File: src/rtl/approx_add_err_monitor.sv
// Error-distance monitor for the approximate adder: recomputes the exact sum per sample
// and accumulates windowed error statistics (count, max, saturating sum).
module approx_add_err_monitor #(
    parameter int WIDTH    = 24,
    parameter int WIN_LOG2 = 8,
    parameter int ACC_W    = 32
) (
    input  logic                  clk,
    input  logic                  rst_n,
    input  logic                  start,
    input  logic                  in_valid,
    output logic                  in_ready,
    input  logic [WIDTH-1:0]      a,
    input  logic [WIDTH-1:0]      b,
    input  logic                  cin,
    input  logic [WIDTH-1:0]      s_appr,
    input  logic                  cout_appr,
    output logic                  busy,
    output logic                  done,
    output logic [WIN_LOG2:0]     err_count,
    output logic [WIDTH:0]        max_ed,
    output logic [ACC_W-1:0]      sum_ed
);

    // state | meaning
    // IDLE  | waiting for start, no samples accepted
    // RUN   | accepting samples until the window is full
    // DRAIN | window full, flushing the pipeline into the statistics
    // DONE  | statistics valid and held until the next start

    localparam int EW = WIDTH + 1;
    localparam int CW = WIN_LOG2 + 1;
    localparam int SW = ACC_W + 1;
    localparam logic [CW-1:0]    LAST_IDX = CW'((1 << WIN_LOG2) - 1);
    localparam logic [ACC_W-1:0] SUM_MAX  = '1;

    typedef enum logic [1:0] {S_IDLE, S_RUN, S_DRAIN, S_DONE} state_t;

    state_t            state_q, state_d;
    logic [CW-1:0]     cnt_q, cnt_d;
    logic              clear, accept;

    logic              s1_vld_q;
    logic [WIDTH-1:0]  s1_a_q, s1_b_q, s1_s_q;
    logic              s1_cin_q, s1_cout_q;

    logic              s2_vld_q;
    logic [EW-1:0]     s2_ed_q, ed_d;
    logic [EW-1:0]     exact, appr;

    logic [CW-1:0]     err_q, err_d;
    logic [EW-1:0]     max_q, max_d;
    logic [ACC_W-1:0]  sum_q, sum_d;
    logic [SW-1:0]     sum_ext;

    always_comb begin
        state_d  = state_q;
        in_ready = 1'b0;
        busy     = 1'b0;
        done     = 1'b0;
        clear    = 1'b0;
        case (state_q)
            S_IDLE: begin
                if (start) begin
                    clear   = 1'b1;
                    state_d = S_RUN;
                end
            end
            S_RUN: begin
                in_ready = 1'b1;
                busy     = 1'b1;
                if (in_valid && cnt_q == LAST_IDX) state_d = S_DRAIN;
            end
            S_DRAIN: begin
                busy = 1'b1;
                if (!s1_vld_q && !s2_vld_q) state_d = S_DONE;
            end
            S_DONE: begin
                done = 1'b1;
                if (start) begin
                    clear   = 1'b1;
                    state_d = S_RUN;
                end
            end
            default: state_d = S_IDLE;
        endcase
    end

    assign accept = in_valid && in_ready;

    always_comb begin
        cnt_d = cnt_q;
        if (clear)       cnt_d = '0;
        else if (accept) cnt_d = cnt_q + 1'b1;
    end

    always_comb begin
        exact = {1'b0, s1_a_q} + {1'b0, s1_b_q} + EW'(s1_cin_q);
        appr  = {s1_cout_q, s1_s_q};
        ed_d  = (exact >= appr) ? (exact - appr) : (appr - exact);
    end

    // Carry bit of the widened add flags overflow of the accumulator.
    always_comb begin
        err_d   = err_q;
        max_d   = max_q;
        sum_d   = sum_q;
        sum_ext = SW'(sum_q) + SW'(s2_ed_q);
        if (clear) begin
            err_d = '0;
            max_d = '0;
            sum_d = '0;
        end else if (s2_vld_q) begin
            err_d = err_q + CW'(s2_ed_q != '0);
            if (s2_ed_q > max_q) max_d = s2_ed_q;
            sum_d = sum_ext[ACC_W] ? SUM_MAX : sum_ext[ACC_W-1:0];
        end
    end

    always_ff @(posedge clk or negedge rst_n) begin
        if (!rst_n) begin
            state_q   <= S_IDLE;
            cnt_q     <= '0;
            s1_vld_q  <= 1'b0;
            s1_a_q    <= '0;
            s1_b_q    <= '0;
            s1_s_q    <= '0;
            s1_cin_q  <= 1'b0;
            s1_cout_q <= 1'b0;
            s2_vld_q  <= 1'b0;
            s2_ed_q   <= '0;
            err_q     <= '0;
            max_q     <= '0;
            sum_q     <= '0;
        end else begin
            state_q  <= state_d;
            cnt_q    <= cnt_d;
            s1_vld_q <= accept;
            if (accept) begin
                s1_a_q    <= a;
                s1_b_q    <= b;
                s1_s_q    <= s_appr;
                s1_cin_q  <= cin;
                s1_cout_q <= cout_appr;
            end
            s2_vld_q <= s1_vld_q;
            if (s1_vld_q) s2_ed_q <= ed_d;
            err_q <= err_d;
            max_q <= max_d;
            sum_q <= sum_d;
        end
    end

    assign err_count = err_q;
    assign max_ed    = max_q;
    assign sum_ed    = sum_q;

endmodule

File: config.mk
export PLATFORM = sky130hd
export DESIGN_NAME = approx_add_err_monitor
export DESIGN_NICKNAME = d
export VERILOG_FILES = /design/src/rtl/approx_add_err_monitor.sv
export SDC_FILE = /design/constraint.sdc
export NUM_CORES = 1
export LEC_CHECK = 0
export ABC_AREA = 1
export BUFFER_PORTS_ARGS = -buffer_cell sky130_fd_sc_hd__buf_2
export CAP_MARGIN = 25
export CORE_MARGIN = 2
export CORE_UTILIZATION = 50
export DETAILED_ROUTE_END_ITERATION = 8
export GPL_TIMING_DRIVEN = 0
export PLACE_DENSITY = 0.78
export REMOVE_ABC_BUFFERS = 1
export SLEW_MARGIN = 10
export SYNTH_ARGS = -nofsm -noshare
export SYNTH_HDL_FRONTEND = slang
export SYNTH_SLANG_ARGS = --single-unit
File: constraint.sdc
create_clock -name clk -period 6.63 [get_ports clk]
set_clock_uncertainty 0.15 [all_clocks]
set_input_delay 0.663 -clock clk [delete_from_list [all_inputs] [get_ports clk]]
set_output_delay 0.663 -clock clk [all_outputs]
set_load 0.01 [all_outputs]
==> qor.csv, run 1 <==
stage,metric,value,unit
global_route,first_global_vias,14073,
logic_synthesis,ys.warnings.count,0,
placed_design,port_buffers,146,
floorplanning,fp.coreArea,29600,sq um
logic_synthesis,yosysSeqAreaShare,29.7,%
logic_synthesis,avgSynthCellArea,6.39,sq um
status,outcome,completed,
critical_path,worst_setup_path_start_kind,flip-flop,
floorplanning,die_w,177,microns
logic_synthesis,synth.distinct_cells,46,
routing,drt-wirelength-per-cell,13.8,microns
flow_run,maxCapViolations,0,
timing,slew_viol_final,0,
critical_path,end_kind,flip-flop,
timing,rsz0062_at_grt,no,
floorplanning,io_pins,147,
timing,max_slew_margin,32.0,%
critical_path,rr_endpoint,s2_ed_q[22]$_DFFE_PN0P_,
clocking,clk_pin_slew_worst_paths,0.08,ns
logic_synthesis,synth_ff_type,dfrtp_1,
routing,wirelength,39500,microns
floorplanning,initial_core_util,50.7,%
timing,fmax,0.216,GHz
critical_path,worstSetupPathType,reg2reg,
logic_synthesis,postSynth.asyncResetShare,100,%
worst_hold_path,hold_path_class,in2reg,
clocking,clk_latency,0.45,ns
clocking,htree_levels,4,
global_route,grt_usage,26.0,%
global_route,antenna_found_initial,0,
cells_and_area,layout-drive-gt1-share,9.22,%
clocking,cts_root_buf,clkbuf_16,
clocking,ctsResizeCount,0,
timing,tightest_slew,1.02,ns
logic_synthesis,syn_inst,2344,
routing,antenna_left,0,
cells_and_area,n_antenna_cell,0,
cells_and_area,nNetsFinal,2673,
logic_synthesis,ys_ff_latch,178,
clocking,cts_tree,done,
global_route,grt_max_degree,105,
routing,vias_per_cell,5.08,
cells_and_area,syn_to_final_growth,11.3,%
timing,report.final.hold_viol_count,0,
global_route,gr-total-overflow,0,
worst_hold_path,hp-start,a[15],
floorplanning,chipHeight,177,microns
clocking,cts_buffers,17,
clocking,clock_sinks,178,
placed_design,gp_congestion,0.915,
critical_path,worstReg2RegStart,s1_a_q[0]$_DFFE_PN0P_,
routing,dr.pass1.iters,5,
timing,setup-tns-final,0,ns
routing,drtIter0Drc,748,
logic_synthesis,syn_area,15000,sq um
critical_path,r2r_slack,2.01,ns
timing,post-route-period-util,69.7,%
routing,drc,0,
floorplanning,dieArea,31300,sq um
timing,period_needed,4.62,ns
critical_path,worstPathRequired,6.86,ns
routing,via_count,14545,
critical_path,startpoint,s1_a_q[0]$_DFFE_PN0P_,
placed_design,dp_hpwl,31400,microns
critical_path,r2r_cells,23,
logic_synthesis,synth_edf_count,0,
critical_path,worstPathMaxFanout,23,
cells_and_area,fillCellCount,2919,
global_route,grt_pass1_wl,66000,microns
floorplanning,rows,63,
clocking,cts.path.max_buffers,2,
critical_path,critPathCapture,s2_ed_q[22]$_DFFE_PN0P_,
critical_path,worstPathArrival,4.85,ns
timing,setup_viol,0,
placed cells by master (no fill, tap or decap), drive strengths merged, types with 49 or more instances in the layout:
cell type	instances
o21ai	82
ha	130
inv	364
nand3	152
buf	153
nor2	126
nand2	999
a21oi	85
dfrtp	178
nand4	49
metrics by stage:
stage	cell area, sq um	hold WS [ns]	setup slack [ns]	util, %	cells
after global routing	16700	0.253	1.69	56.4	2863
after CTS	16700	0.239	2.06	56.3	2862
final	16700	0.255	2.01	56.4	2863
after global placement	15900	0.317	1.64	53.9	2823
after detailed placement	16100	0.320	2.09	54.4	2829
after floorplan	14700	0.217	3.00	-	2287
critical path, stage by stage, from the launching register on:
cell and delay [ns]:
dfrtp_1 0.41, fa_1 0.48, inv_1 0.10, fa_1 0.20, nand3b_1 0.11, nand2_1 0.12, nand2_1 0.09, nand2_1 0.10
nand4_1 0.10, nand2_1 0.15, a21boi_0 0.40, xnor2_1 0.12, ha_1 0.44, nand2_1 0.12, nand2_1 0.09, nand2_1 0.08
nand2_1 0.09, a22oi_1 0.19, nand3_2 0.12, nor2_4 0.50, nand2_1 0.11, nand2_1 0.12, nand2_1 0.07, nand2_1 0.09
routing by layer:
| layer | share of wire (%) | GRT usage, % | vias up |
|---|---|---|---|
| li1 | - | - | 7533 |
| met3 | 3.7 | 3.22 | 67 |
| met4 | 2.8 | 8.85 | 0 |
| met2 | 49 | 46.2 | 340 |
| met5 | 0 | 0 | - |
| met1 | 45 | 32.4 | 6605 |
timing repair:
action | 4_1_cts | 5_1_grt
setup endpoints to repair | 0 | 0
hold buffers | 1 | 0
buffers inserted | 0 | 0
endpoints found under the hold margin | 42 | 0
worst min-delay path by stage:
stage | endpoint | slack [ns] | cells after the start
final | s1_a_q[15]$_DFFE_PN0P_ | 0.25 | 3
after global routing | s1_a_q[7]$_DFFE_PN0P_ | 0.25 | 3
after CTS | s1_a_q[15]$_DFFE_PN0P_ | 0.24 | 3
after detailed placement | s1_b_q[18]$_DFFE_PN0P_ | 0.32 | 2
after global placement | s1_b_q[3]$_DFFE_PN0P_ | 0.32 | 2
after floorplan | cnt_q[0]$_DFFE_PN0P_ | 0.22 | 0
layout make-up:
class                           instances  area [sq um]  share of cell area [%]
Clock buffer                           17           425                    2.55
Timing Repair Buffer                  154           891                    5.34
Inverter                              360          1350                    8.12
Sequential cell                       178          4450                    26.7
Multi-Input combinational cell       1749          8910                    53.5
Tap cell                              390           488                    2.93
Clock inverter                         15           143                   0.856
cells in the mapped netlist, types with 2 or more instances:
master / number / area share [%]
buf_1: 5 / 0.13
nor4_1: 6 / 0.25
inv_1: 352 / 8.8
nor3b_1: 2 / 0.10
buf_6: 4 / 0.30
nor2_4: 4 / 0.30
buf_4: 5 / 0.25
nand3b_1: 2 / 0.10
a21boi_0: 3 / 0.15
nand3_1: 147 / 4.9
fa_1: 5 / 0.67
xor2_1: 41 / 2.4
o21ai_0: 80 / 2.7
inv_2: 5 / 0.13
clkbuf_1: 34 / 0.85
nand2_1: 988 / 25
nor3_1: 24 / 0.80
a22o_1: 2 / 0.12
a21o_1: 5 / 0.25
a21oi_1: 84 / 2.8
clkinv_1: 3 / 0.075
o21a_1: 4 / 0.20
ha_1: 130 / 11
buf_2: 9 / 0.30
o21bai_1: 3 / 0.15
a211oi_1: 2 / 0.10
xnor2_1: 18 / 1.1
nand2_2: 11 / 0.46
nor2_2: 8 / 0.33
nand3_2: 4 / 0.27
dfrtp_1: 178 / 30
nor2_1: 114 / 2.9
nand4_1: 49 / 2.0
registers in the layout (all words and copies together), names as in the netlist:
signal	flops
s1_cin_q	1
max_ed	25
state_q	2
s1_a_q	24
sum_ed	32
s1_vld_q	1
s2_vld_q	1
s1_cout_q	1
s1_s_q	24
s1_b_q	24
s2_ed_q	25
cnt_q	9
err_count	9
cells by family after synthesis:
| family | after synthesis | share of synthesized area, % |
|---|---|---|
| xor+xnor | 59 | 3.45 |
| simple gates | 1365 | 37.6 |
| fa+ha+maj | 135 | 11.5 |
| mux | 1 | 0.0668 |
| compound gates | 189 | 6.75 |
| buf+inv | 417 | 10.9 |
| flops | 178 | 29.7 |
Power of run 1 is left out: the tool's default activity adds up to more than one toggle a clock period on the data nets, which glitch-free logic cannot reach.
==> run 2: changes to the inputs <==
--- a/config.mk
+++ b/config.mk
@@ -12,7 +12,7 @@
 export CORE_UTILIZATION = 50
 export DETAILED_ROUTE_END_ITERATION = 8
 export GPL_TIMING_DRIVEN = 0
-export PLACE_DENSITY = 0.78
+export PLACE_DENSITY = 0.81
 export REMOVE_ABC_BUFFERS = 1
 export SLEW_MARGIN = 10
 export SYNTH_ARGS = -nofsm -noshare
==> constraint.sdc (replaced) <==
create_clock -name clk -period 4.19 [get_ports clk]
set_clock_uncertainty 0.15 [all_clocks]
set_input_delay 0.419 -clock clk [delete_from_list [all_inputs] [get_ports clk]]
set_output_delay 0.419 -clock clk [all_outputs]
set_load 0.01 [all_outputs]
==> run 2 against run 1 <==
Via count is 1.9% higher. Worst setup slack worse by 1.8 ns. Critical path type unchanged. Maximum frequency is 17% higher. Register-to-register slack worse by 1.8 ns.
==> qor.csv, run 2 (synthesized netlist as in run 1, its figures left out) <==
stage,metric,value,unit,change
status,outcome,completed,,
timing,finalWorstSetupSlack,0.248,ns,-1.76 ns
cells_and_area,fin_cells,2886,,+0.80%
floorplanning,chipHeight,177,microns,unchanged
routing,dr.pass1.iters,5,,unchanged
placed_design,port_buffers,146,,unchanged
critical_path,worst_setup_path_start_kind,flip-flop,,
routing,via_count,14819,,+1.9%
timing,rsz0062_at_grt,yes,,
global_route,grt_pass1_wl,67900,microns,+2.9%
timing,max_slew_margin,31.8,%,-0.24 points
critical_path,r2r_cells,24,,+4.3%
floorplanning,io_pins,147,,unchanged
placed_design,dpl_cell_area,16100,sq um,about the same
clocking,htree_levels,4,,unchanged
cells_and_area,layout-drive-gt1-share,11.3,%,+2.1 points
critical_path,end_kind,flip-flop,,
timing,post-route-period-util,94.1,%,+24 points
global_route,grt_max_degree,100,,-4.8%
routing,wl_met3,1800,microns,+22%
critical_path,r2r_slack,0.25,ns,-1.76 ns
placed_design,place_ws,-0.313,ns,-2.40 ns
timing,tightest_slew,1.02,ns,+0.00367 ns
routing,vias_per_cell,5.13,,+1.1%
global_route,gr-total-overflow,0,,unchanged
floorplanning,fp.coreArea,29600,sq um,unchanged
routing,drtIter0Drc,743,,-0.67%
critical_path,worstPathMaxFanout,7,,-70%
timing,setup_viol,0,,unchanged
routing,wirelength,40900,microns,+3.6%
critical_path,startpoint,s1_cin_q$_DFFE_PN0P_,,
worst_hold_path,hold_path_class,in2reg,,
placed_design,placed_cells,2829,,unchanged
floorplanning,dieArea,31300,sq um,unchanged
timing,fmax,0.254,GHz,+17%
critical_path,worstSetupPathType,reg2reg,,
global_route,first_global_vias,14354,,+2.0%
cells_and_area,final_common_cell,nand2_1,,
timing,report.final.hold_viol_count,0,,unchanged
critical_path,worstPathArrival,4.11,ns,-0.74 ns
routing,drt-met1-wl,17700,microns,+0.31%
clocking,clock_sinks,178,,unchanged
cells_and_area,layout_common_cells,"977 x nand2_1, 351 x inv_1, 178 x dfrtp_1",,
timing,setup-tns-final,0,ns,unchanged
floorplanning,die_w,177,microns,unchanged
cells_and_area,largest_register_ffs,32,,unchanged
floorplanning,rows,63,,unchanged
global_route,grt_usage,26.9,%,+0.89 points
critical_path,worstPathRequired,4.36,ns,-2.50 ns
clocking,clk_latency,0.45,ns,about the same
flow_run,maxCapViolations,0,,unchanged
cells_and_area,nNetsFinal,2697,,+0.90%
timing,slew_viol_final,0,,unchanged
cells_and_area,design_area,17200,sq um,+3.0%
routing,drt-wirelength-per-cell,14.2,microns,+2.8%
cells_and_area,n_antenna_cell,0,,unchanged
placed_design,dp_hpwl,31600,microns,+0.74%
routing,drc,0,,unchanged
clocking,cts_tree,done,,
routing,met2WireLength,20000,microns,+3.6%
clocking,cts_root_buf,clkbuf_16,,
critical_path,critPathCapture,s2_ed_q[21]$_DFFE_PN0P_,,
critical_path,rr_endpoint,s2_ed_q[21]$_DFFE_PN0P_,,
global_route,antenna_found_initial,0,,unchanged
routing,maxUsedRoutingLayer,met4,,
cells_and_area,syn_to_final_growth,14.7,%,
critical_path,worstReg2RegStart,s1_cin_q$_DFFE_PN0P_,,
timing,period_needed,3.94,ns,-0.681 ns
clocking,cts_buffers,17,,unchanged
placed_design,gp_congestion,0.924,,+1.0%
floorplanning,initial_core_util,50.7,%,unchanged
clocking,clk_pin_slew_worst_paths,0.07,ns,about the same
clocking,cts.path.max_buffers,2,,unchanged
routing,antenna_left,0,,unchanged
run 2: area by class of cell:
class,count,area (sq um)
Fill cell,2838,12400
Multi-Input combinational cell,1753,9190
Sequential cell,178,4450
Timing Repair Buffer,174,1070
Clock inverter,13,174
Inverter,360,1360
Tap cell,390,488
Clock buffer,18,439
run 2: metrics by stage:
| step | hold WS [ns] | utilization, % |
|---|---|---|
| final | 0.0115 | 58.1 |
| after global routing | 0.0191 | 58.1 |
| after CTS | 0.000800 | 57.1 |
| after detailed placement | 0.288 | 54.4 |
| after global placement | 0.318 | 53.9 |
| after floorplan | -0.0266 | - |
run 2: metal layers:
metal,vias up,GRT usage (%)
li1,7584,-
met1,6724,32.9
met2,415,47.8
met3,96,3.11
met4,0,11.2
met5,-,0
run 2: worst min path at each step:
stage                          startpoint                     end  slack [ns]  cells after the start
detailed placement                  rst_n   sum_ed[3]$_DFFE_PN0P_        0.29                      1
floorplan                           rst_n    cnt_q[0]$_DFFE_PN0P_       -0.03                      0
global route                        b[23]  s1_b_q[23]$_DFFE_PN0P_        0.02                      3
CTS                                  b[7]   s1_b_q[7]$_DFFE_PN0P_      0.0008                      3
global placement    s1_b_q[6]$_DFFE_PN0P_   s1_b_q[6]$_DFFE_PN0P_        0.32                      2
finish                              b[17]  s1_b_q[17]$_DFFE_PN0P_        0.01                      3
run 2: timing repair:
action / in CTS / in global routing
setup endpoints to repair: 24 / 24
gates cloned: 3 / 1
buffers inserted: 2 / 17
resized for setup: 24 / 29
pin swaps: 3 / 17
hold endpoints to repair: 80 / 0
hold buffers: 2 / 0
run 2: critical path: stages, from the launching register on:
cell and delay, ns:
dfrtp_1 0.39, fa_2 0.23, inv_1 0.05, fa_1 0.39, nand3b_1 0.19, nand2_2 0.11, nand2_1 0.07, nand2_2 0.09
nand4_1 0.09, nand2_2 0.16, nand2_1 0.09, nand2_2 0.11, xor2_2 0.21, ha_4 0.26, a21oi_2 0.20, nor2_1 0.06
o21ai_0 0.15, nand2_1 0.11, nor2_4 0.12, buf_4 0.12, nand3_4 0.14, nand2_1 0.10, nand2_1 0.08, nand2_1 0.08
nand2_1 0.07
Power of run 2 is left out for the same reason.
